[src/rtl/toy_pack.sv]
// toy_pack: shared types and constants for the custom-instruction dispatch path.
//   custom_inst_t        : one custom instruction as issued by toy_core
//   ch_width()           : width of a channel index for a given channel count (min 1)
//   CUSTOM_DISPATCH_CH_W : channel index width for the default 4-channel build
package toy_pack;

    localparam int INST_WIDTH = 32;
    localparam int REG_WIDTH  = 32;
    localparam int ADDR_WIDTH = 32;

    localparam int CUSTOM_DISPATCH_NUM_CH = 4;

    typedef struct packed {
        logic [INST_WIDTH-1:0] pld;
        logic [REG_WIDTH-1:0]  rs1_val;
        logic [REG_WIDTH-1:0]  rs2_val;
        logic [ADDR_WIDTH-1:0] pc;
    } custom_inst_t;

    // A single-channel build still needs a 1-bit index so ports never collapse to zero width.
    function automatic int ch_width(input int num_ch);
        return (num_ch > 1) ? $clog2(num_ch) : 1;
    endfunction

    localparam int CUSTOM_DISPATCH_CH_W = ch_width(CUSTOM_DISPATCH_NUM_CH);

endpackage

[src/rtl/toy_custom_fifo.sv]
// toy_custom_fifo: DEPTH-entry synchronous FIFO of custom instructions tagged with
// their decoded channel.
//   clk, rst_n            : clock, asynchronous active-low reset
//   flush_i               : synchronous clear of all entries
//   push_i, push_inst_i,
//   push_ch_i             : write one entry (ignored when full or flushing)
//   pop_i                 : drop the head entry (ignored when empty or flushing)
//   head_inst_o, head_ch_o: current head entry (valid when !empty_o)
//   full_o, empty_o       : status
module toy_custom_fifo
    import toy_pack::*;
#(
    parameter int DEPTH = 4,
    parameter int CH_W  = 2
) (
    input  logic                clk,
    input  logic                rst_n,
    input  logic                flush_i,
    input  logic                push_i,
    input  custom_inst_t        push_inst_i,
    input  logic [CH_W-1:0]     push_ch_i,
    input  logic                pop_i,
    output custom_inst_t        head_inst_o,
    output logic [CH_W-1:0]     head_ch_o,
    output logic                full_o,
    output logic                empty_o
);

    localparam int AW = $clog2(DEPTH);

    typedef struct packed {
        custom_inst_t    inst;
        logic [CH_W-1:0] ch;
    } entry_t;

    entry_t        mem_q [DEPTH];
    logic [AW:0]   wr_ptr_q, wr_ptr_d;
    logic [AW:0]   rd_ptr_q, rd_ptr_d;
    logic          do_push;
    logic          do_pop;

    // Pointers carry one wrap bit: equal indices mean empty when the wrap bits
    // match and full when they differ.
    assign empty_o = (wr_ptr_q == rd_ptr_q);
    assign full_o  = (wr_ptr_q[AW-1:0] == rd_ptr_q[AW-1:0]) &&
                     (wr_ptr_q[AW] != rd_ptr_q[AW]);

    assign do_push = push_i && !full_o && !flush_i;
    assign do_pop  = pop_i && !empty_o && !flush_i;

    assign head_inst_o = mem_q[rd_ptr_q[AW-1:0]].inst;
    assign head_ch_o   = mem_q[rd_ptr_q[AW-1:0]].ch;

    assign wr_ptr_d = flush_i ? '0 : (do_push ? wr_ptr_q + 1'b1 : wr_ptr_q);
    assign rd_ptr_d = flush_i ? '0 : (do_pop  ? rd_ptr_q + 1'b1 : rd_ptr_q);

    // NOTE: state registers use non-blocking assignments so every flop samples
    //       pre-edge values regardless of process ordering.
    always_ff @(posedge clk or negedge rst_n) begin
        if (!rst_n) begin
            wr_ptr_q <= '0;
            rd_ptr_q <= '0;
        end else begin
            wr_ptr_q <= wr_ptr_d;
            rd_ptr_q <= rd_ptr_d;
        end
    end

    // NOTE: the storage array is deliberately not reset; the pointers define
    //       which entries are meaningful, so resetting data only costs routing.
    always_ff @(posedge clk) begin
        if (do_push) begin
            mem_q[wr_ptr_q[AW-1:0]] <= '{inst: push_inst_i, ch: push_ch_i};
        end
    end

endmodule

[src/rtl/toy_custom_dispatch.sv]
// toy_custom_dispatch: buffers custom instructions from toy_core in order and
// presents each one on the coprocessor channel selected by its instruction word.
//   clk, rst_n        : clock, asynchronous active-low reset
//   flush             : synchronous discard of everything held
//   in_vld/in_rdy     : input handshake; in_pld/in_rs1_val/in_rs2_val/in_pc payload
//   out_vld/out_rdy   : per-channel handshake (out_vld is one-hot)
//   out_pld/out_rs1_val/out_rs2_val/out_pc : payload broadcast to all channels
//   occupancy         : instructions held (FIFO plus output register)
//   err_timeout/err_ch: one-cycle pulse and channel of a stall-dropped instruction
// Optional macro TOY_CUSTOM_DISPATCH_TIMEOUT_EN enables the stall timeout; without
// it err_timeout and err_ch are constant 0.
module toy_custom_dispatch
    import toy_pack::*;
#(
    parameter int NUM_CH         = 4,
    parameter int DEPTH          = 4,
    parameter int CH_SEL_LSB     = 12,
    parameter int TIMEOUT_CYCLES = 1024
) (
    input  logic                          clk,
    input  logic                          rst_n,
    input  logic                          flush,
    input  logic                          in_vld,
    output logic                          in_rdy,
    input  logic [INST_WIDTH-1:0]         in_pld,
    input  logic [REG_WIDTH-1:0]          in_rs1_val,
    input  logic [REG_WIDTH-1:0]          in_rs2_val,
    input  logic [ADDR_WIDTH-1:0]         in_pc,
    output logic [NUM_CH-1:0]             out_vld,
    input  logic [NUM_CH-1:0]             out_rdy,
    output logic [INST_WIDTH-1:0]         out_pld,
    output logic [REG_WIDTH-1:0]          out_rs1_val,
    output logic [REG_WIDTH-1:0]          out_rs2_val,
    output logic [ADDR_WIDTH-1:0]         out_pc,
    output logic [$clog2(DEPTH+2)-1:0]    occupancy,
    output logic                          err_timeout,
    output logic [ch_width(NUM_CH)-1:0]   err_ch
);

    localparam int CH_W  = ch_width(NUM_CH);
    localparam int OCC_W = $clog2(DEPTH+2);

    custom_inst_t    in_inst;
    logic [CH_W-1:0] in_ch;
    logic            accept;
    logic            xfer;
    logic            drop;
    logic            out_free;

    custom_inst_t    fifo_head_inst;
    logic [CH_W-1:0] fifo_head_ch;
    logic            fifo_full;
    logic            fifo_empty;
    logic            fifo_push;
    logic            fifo_pop;

    logic            out_valid_q, out_valid_d;
    custom_inst_t    out_inst_q, out_inst_d;
    logic [CH_W-1:0] out_ch_q, out_ch_d;
    logic [OCC_W-1:0] occ_q, occ_d;

    assign in_inst = '{pld: in_pld, rs1_val: in_rs1_val, rs2_val: in_rs2_val, pc: in_pc};

    if (NUM_CH > 1) begin : g_ch_sel
        assign in_ch = in_pld[CH_SEL_LSB +: CH_W];
    end else begin : g_ch_zero
        assign in_ch = '0;
    end

    // in_rdy looks only at FIFO fullness, never at out_rdy, so there is no
    // combinational path from the coprocessors back to the core.
    assign in_rdy = !fifo_full && !flush;
    assign accept = in_vld && in_rdy;

    always_comb begin
        for (int i = 0; i < NUM_CH; i++) begin
            out_vld[i] = out_valid_q && (out_ch_q == CH_W'(i));
        end
    end

    assign xfer     = |(out_vld & out_rdy);
    // The output slot can take a new entry when it is empty, its entry leaves
    // this cycle, or its entry is being dropped for stalling.
    assign out_free = !out_valid_q || xfer || drop;

    // NOTE: every combinational output gets a default first so no path can
    //       leave a signal unassigned and infer a latch.
    always_comb begin
        out_valid_d = out_valid_q;
        out_inst_d  = out_inst_q;
        out_ch_d    = out_ch_q;
        fifo_push   = 1'b0;
        fifo_pop    = 1'b0;
        if (flush) begin
            out_valid_d = 1'b0;
        end else if (out_free) begin
            if (!fifo_empty) begin
                out_valid_d = 1'b1;
                out_inst_d  = fifo_head_inst;
                out_ch_d    = fifo_head_ch;
                fifo_pop    = 1'b1;
                fifo_push   = accept;
            end else if (accept) begin
                // Bypass: empty FIFO, the accepted instruction goes straight out.
                out_valid_d = 1'b1;
                out_inst_d  = in_inst;
                out_ch_d    = in_ch;
            end else begin
                out_valid_d = 1'b0;
            end
        end else begin
            fifo_push = accept;
        end
    end

    always_comb begin
        occ_d = occ_q;
        if (flush) begin
            occ_d = '0;
        end else begin
            occ_d = occ_q + OCC_W'(accept) - OCC_W'(xfer || drop);
        end
    end

    always_ff @(posedge clk or negedge rst_n) begin
        if (!rst_n) begin
            out_valid_q <= 1'b0;
            out_inst_q  <= '0;
            out_ch_q    <= '0;
            occ_q       <= '0;
        end else begin
            out_valid_q <= out_valid_d;
            out_inst_q  <= out_inst_d;
            out_ch_q    <= out_ch_d;
            occ_q       <= occ_d;
        end
    end

    assign out_pld     = out_inst_q.pld;
    assign out_rs1_val = out_inst_q.rs1_val;
    assign out_rs2_val = out_inst_q.rs2_val;
    assign out_pc      = out_inst_q.pc;
    assign occupancy   = occ_q;

`ifdef TOY_CUSTOM_DISPATCH_TIMEOUT_EN
    localparam int CNT_W = $clog2(TIMEOUT_CYCLES);

    logic [CNT_W-1:0] stall_cnt_q, stall_cnt_d;
    logic             err_timeout_q;
    logic [CH_W-1:0]  err_ch_q;

    assign drop        = out_valid_q && !xfer && (stall_cnt_q == CNT_W'(TIMEOUT_CYCLES-1));
    // Any change of the output slot (transfer, load, drop) or a flush restarts the count.
    assign stall_cnt_d = (flush || out_free) ? '0 : stall_cnt_q + CNT_W'(1);

    always_ff @(posedge clk or negedge rst_n) begin
        if (!rst_n) begin
            stall_cnt_q   <= '0;
            err_timeout_q <= 1'b0;
            err_ch_q      <= '0;
        end else begin
            stall_cnt_q   <= stall_cnt_d;
            err_timeout_q <= drop && !flush;
            if (drop && !flush) begin
                err_ch_q <= out_ch_q;
            end
        end
    end

    assign err_timeout = err_timeout_q;
    assign err_ch      = err_ch_q;
`else
    assign drop        = 1'b0;
    assign err_timeout = 1'b0;
    assign err_ch      = '0;
`endif

    toy_custom_fifo #(
        .DEPTH (DEPTH),
        .CH_W  (CH_W)
    ) u_fifo (
        .clk         (clk),
        .rst_n       (rst_n),
        .flush_i     (flush),
        .push_i      (fifo_push),
        .push_inst_i (in_inst),
        .push_ch_i   (in_ch),
        .pop_i       (fifo_pop),
        .head_inst_o (fifo_head_inst),
        .head_ch_o   (fifo_head_ch),
        .full_o      (fifo_full),
        .empty_o     (fifo_empty)
    );

endmodule

[config.mk]
export PLATFORM = sky130hd
export DESIGN_NAME = toy_custom_dispatch
export DESIGN_NICKNAME = d
export VERILOG_FILES = /design/src/rtl/toy_pack.sv /design/src/rtl/toy_custom_fifo.sv /design/src/rtl/toy_custom_dispatch.sv
export SDC_FILE = /design/constraint.sdc
export NUM_CORES = 1
export LEC_CHECK = 0
export BUFFER_PORTS_ARGS = -buffer_cell sky130_fd_sc_hd__buf_2
export CORE_MARGIN = 10
export CORE_UTILIZATION = 62
export DETAILED_ROUTE_END_ITERATION = 16
export MAX_ROUTING_LAYER = met4
export PLACE_DENSITY_LB_ADDON = 0.25
export SLEW_MARGIN = 20
export SYNTH_ARGS = -nofsm -noshare
export SYNTH_HDL_FRONTEND = slang
export SYNTH_SLANG_ARGS = --single-unit
[constraint.sdc]
create_clock -name clk -period 17.5 [get_ports clk]
set_input_delay 0.875 -clock clk [delete_from_list [all_inputs] [get_ports clk]]
set_output_delay 0.875 -clock clk [all_outputs]
set_load 0.03 [all_outputs]
# Yosys cells after proc, flatten, opt, wreduce, memory -nomap -nowiden
# Memories as Yosys holds them, arrays and structs flattened.
# Cells that the tools add are included.
# totals
ram_bits	520
input_bits	136
word_cells	66
reg_bits	140
output_inout_bits	139
n_memories	1
# mem_list
name	words	width	rd	rd_ports_with_merged_regs	wr	line_no	text
u_fifo.mem_q	4	130	1	0	1	toy_custom_fifo.sv:36	entry_t mem_q [DEPTH];
# op_classes
n_reduce_logical	22
muxes	21
n_eq_ne	7
bitwise	2
add_sub_neg	4
# ops
op	n
$mux W128	2
$mux W3	5
$mux W1	12
$logic_and A1 B1 Y1	11
$add A3 B1 Y3 const B	2
$reduce_bool A2 Y1	3
$and A4 B4 Y4	1
$eq A2 B2 Y1 const B	2
$logic_not A1 Y1	4
$mux W2	2
$reduce_or A4 Y1	1
$add A3 B1 Y3	1
$eq A3 B3 Y1	1
$reduce_and A3 Y1	1
$sub A3 B1 Y3	1
$eq A2 B1 Y1 const B	1
$eq A2 B2 Y1	1
$logic_not A2 Y1	1
$ne A2 B2 Y1 const B	1
$logic_or A1 B1 Y1	1
$ne A1 B1 Y1	1
$not A1 Y1	1

# Depth between registers and ports, before layout
# logic_depth
word_depth	12
depth_mapped	12
depth_no_buf	11

# By module
# Synthesis repeated with hierarchy kept, for this count alone.
# unflattened
cells_unflattened	1207
area_unflattened_um2	26431.6
# modules_own_cells
module	cells_per_inst	area_per_inst_um2	seq_area_each_um2	n_inst
toy_custom_fifo	742	19248.5	15765.1	1
toy_custom_dispatch	465	7183.1	3353.2	1

# Least setup slack after synthesis
# No wires, ideal clock.
# synth_timing
path_kind	input to register
start	input out_rdy[3]
end	memory u_fifo.mem_q[3][100] (netlist bit) (enable)
required_time_ns	16.883
t_arrival_ns	6.787
stages	4
setup_time_ns	0.617
path_slack_ns	10.097
path_buffers	0
path_cell_list	mux2i_1 -> a22o_2 -> a21oi_1 -> nor2_1
# synth_via
elab_chain_len	9
# synth_lines
element	line_no	text
start, declared	toy_custom_dispatch.sv:30	input logic [NUM_CH-1:0] out_rdy,
$and A4 B4 Y4	toy_custom_dispatch.sv:81	assign xfer = |(out_vld & out_rdy);
$reduce_or A4 Y1	toy_custom_dispatch.sv:81	
$logic_or A1 B1 Y1	toy_custom_dispatch.sv:84	assign out_free = !out_valid_q || xfer || drop;
$mux W1	toy_custom_dispatch.sv:96	end else if (out_free) begin
$mux W1	toy_custom_dispatch.sv:94	if (flush) begin
$logic_and A1 B1 Y1 (2 in series)	toy_custom_fifo.sv:48	assign do_push = push_i && !full_o && !flush_i;
$mux W1	toy_custom_fifo.sv:72	if (do_push) begin
$mux W1 (implied by the code)	toy_custom_fifo.sv:73	mem_q[wr_ptr_q[AW-1:0]] <= '{inst: push_inst_i, ch: push_ch_i};
end, declared	toy_custom_fifo.sv:36	
# Every way passes these cells.

# Worst setup path in the final report
# layout_timing
start	register u_fifo.rd_ptr_q[2]
end	output in_rdy
# layout_via
elab_chain_len	4
# layout_lines
element	line_no	text
start, declared	toy_custom_fifo.sv:38	logic [AW:0] rd_ptr_q, rd_ptr_d;
start signal, assigned	toy_custom_fifo.sv:65	rd_ptr_q <= rd_ptr_d;
$ne A1 B1 Y1	toy_custom_fifo.sv:46	(wr_ptr_q[AW] != rd_ptr_q[AW]);
$logic_and A1 B1 Y1	toy_custom_fifo.sv:45	assign full_o = (wr_ptr_q[AW-1:0] == rd_ptr_q[AW-1:0]) &&
$logic_not A1 Y1	toy_custom_dispatch.sv:72	assign in_rdy = !fifo_full && !flush;
$logic_and A1 B1 Y1	toy_custom_dispatch.sv:72	
end, declared	toy_custom_dispatch.sv:24	output logic in_rdy,
# Every way passes these cells.

==> flow_summary_export.csv <==
group,metric,value,unit
placed_design,placedInstanceArea,27600,um2
final_layout,fill_cells,2527,
clocking,root_buffer,"clkbuf_16",
sta,clock_skew,0.0218,ns
logic_synthesis,syn_area,26000,um2
final_layout,seqCellArea,18800,um2
final_layout,final_cell_mix,"512 x edfxtp_1, 270 x buf_2, 136 x dfrtp_1, 134 x a21oi_1, 132 x nor2_1",
min_path,min_path_type,"input pin to asynchronous set/reset pin",
clocking,clock_latency,0.58,ns
logic_synthesis,synth.top_cells.by_area,"edfxtp_1 59%, dfrtp_1 13%, mux4_2 11%",
clocking,cts_setup_buffers,0,
floorplanning,core,41800,um2
clocking,cts_tree,"built",
clocking,path_clk_slew,0.06,ns
power,vdd_ir_drop_max,0.114,mV
route,wl,63.5,mm
job,drv_cap,0,
sta,slew_headroom,26.0,%
clocking,cts_resized,0,
final_layout,fin_nets,1870,
global_route,antenna_found_initial,12,
logic_synthesis,ys_types,40,
sta,post-route-period-util,23.4,%
logic_synthesis,syn_area_per_cell,17.4,um2
logic_synthesis,yosysTopAreaCellShare,59.1,%
setup_path,start_kind,"flip-flop",
floorplanning,die_height,225,um
sta,report.final.slew_viol_count,0,
floorplanning,ios,275,
sta,rsz0062_at_grt,"false",
route,vias_per_cell,6.62,
floorplanning,num_rows,75,
route,wire_per_inst,27.3,um
route,dr.first_iter.drc_count,1693,
placed_design,portBuffers,271,
logic_synthesis,yosysWarnings,0,
global_route,grt_max_degree,101,
power,p_per_area,177,nW/um2
final_layout,drive_gt1_share,29.5,%
route,drc,0,
sta,fmax,244,MHz
final_layout,stdcell_area,29700,um2
logic_synthesis,async_flop_share,21.2,%
setup_path,r2r_start,"u_fifo.rd_ptr_q[1]$_DFFE_PN0P_",
final_layout,layout_commonest_cell,"edfxtp_1",
floorplanning,initial_utilization,62.3,%
sta,finalSetupTns,0,ns
placed_design,place.gp.congestion,0.759,
sta,min_period,4.09,ns
setup_path,cp.required,16.62,ns
sta,hold_violations,0,
global_route,grt_pass1_wl,97.2,mm
run_status,status,"complete, no violations",
logic_synthesis,synth_edf_count,512,
clocking,clkSinkCount,650,
route,ant_nets,0,
power,p_leak,10.0,nW
clocking,ctsHtreeMaxLevel,3,
global_route,grt_pass1_vias,16000,
setup_path,startpoint,"u_fifo.rd_ptr_q[2]$_DFFE_PN0P_",
logic_synthesis,seq_area_frac_synth,72.3,%
route,first_pass_iters,5,
final_layout,areaGrowthSynthToFinish,14.0,%
global_route,grt-ovfl-total,0,
route,dr_total_vias,15400,
setup_path,cp-end-kind,"primary output",
sta,fin_ws,13.41,ns
setup_path,worstSetupPathType,"flip-flop to primary output",
clocking,numCtsBuffers,66,
setup_path,path_max_fanout,71,
clocking,cts_hold_buffers,0,
sta,worstMarginPinSlew,1.11,ns
setup_path,critical_path_arrival,3.22,ns
floorplanning,die_w,225,um
logic_synthesis,synth-seq-cells,650,
clocking,cts_buffer_depth,3,
global_route,grt.total_usage,25.9,%
placed_design,pre_cts_ws,13.28,ns
logic_synthesis,synth_flop_cell,"edfxtp_1",
floorplanning,die-area,50600,um2
logic_synthesis,yosysTopAreaCell,"edfxtp_1",
sta,setup_violations,0,
sta,fin_hold_ws,0.405,ns
final_layout,multi_input_area,6520,um2
logic_synthesis,synthCells,1496,
placed_design,hpwlAfterDp,36.0,mm
==> worst max-delay path: stages (launching register included) <==
cell	delay, ns
dfrtp_1	0.45
xnor2_4	0.19
buf_4	0.73
buf_4	0.75
o21ba_2	0.25
buf_2	0.20
==> path summary, 6_finish.rpt <==
path	to	slack, ns	cells past startpoint
max in group asynchronous	out_pc[19]$_DFFE_PN0P_	15.82	2
hold reg to reg	out_rs1_val[10]$_DFFE_PN0P_	0.50	1
hold / removal	out_rs2_val[20]$_DFFE_PN0P_	0.41	1
min in group clk	out_rs1_val[10]$_DFFE_PN0P_	0.50	1
setup / recovery	in_rdy	13.41	5
setup reg to reg	out_pld[31]$_DFFE_PN0P_	13.46	6
==> cells in the mapped netlist, types with 2 or more instances <==
library cell  instances
edfxtp_1            512
dfrtp_1             138
a21oi_1             134
nor2_1              133
a31oi_1             130
mux4_2              128
o22a_1              128
clkbuf_1             62
buf_2                34
buf_6                24
buf_4                 7
ha_1                  7
buf_1                 6
and2_1                5
inv_1                 5
and3_1                4
nand2_1               4
nor2b_1               4
mux2i_1               3
nand2b_1              3
a31o_1                2
nand3_1               2
o21ai_1               2
xnor2_1               2
xnor2_2               2
==> per-stage QoR <==
| stage | instances | total power, W | util, % |
|---|---|---|---|
| 4_1_cts | 2317 | 0.00526 | 71.0 |
| 3_3_place_gp | 2197 | 0.00388 | 66.0 |
| 2_1_floorplan | 1498 | 0.00341 | - |
| 5_1_grt | 2329 | 0.00547 | 71.0 |
| 6_report | 2330 | 0.00524 | 71.1 |
| 3_5_place_dp | 2197 | 0.00392 | 66.0 |
==> sequential cells by signal (all words and copies together) (netlist names) <==
register         cells
out_rs2_val         32
out_valid_q          1
u_fifo.mem_q       512
out_rs1_val         32
out_pld             32
out_pc              32
u_fifo.rd_ptr_q      3
occupancy            3
u_fifo.wr_ptr_q      3
==> per-layer routing <==
metal / global-route usage (%) / part of all wire [%]
met5: - / 0
met2: 39.4 / 49
met4: 9.76 / 2.8
met1: 34.4 / 40
met3: 5.48 / 8.9
==> kinds of logic (layout without fill, tap and decap cells) <==
group,count (synthesis),in the layout,synth area share (%)
adder cells (fa/ha/maj),8,8,0.413
AO/OA/AOI/OAI,404,404,10.4
AND/OR/NAND/NOR,157,157,2.45
other,1,16,0.0144
multiplexers,132,132,11.2
XOR/XNOR,5,5,0.226
flip-flops,650,650,72.3
buffers and inverters,139,419,2.96
==> cell type report <==
class	count	area share, %
flip-flops and latches	650	63.5
inverters	6	0.0759
diodes	13	0.110
clock buffers	96	6.23
clock inverters	24	0.700
well taps	539	2.27
repair buffers	293	5.16
multi-input cells	709	22.0
==> power breakdown <==
part | switching, W | internal, W
Combinational | 0.00117 | 0.000652
Clock | 0.000563 | 0.000781
Sequential | 0.000137 | 0.00194
Total | 0.00187 | 0.00338
No activity file was read; power rests on OpenSTA's default activity.
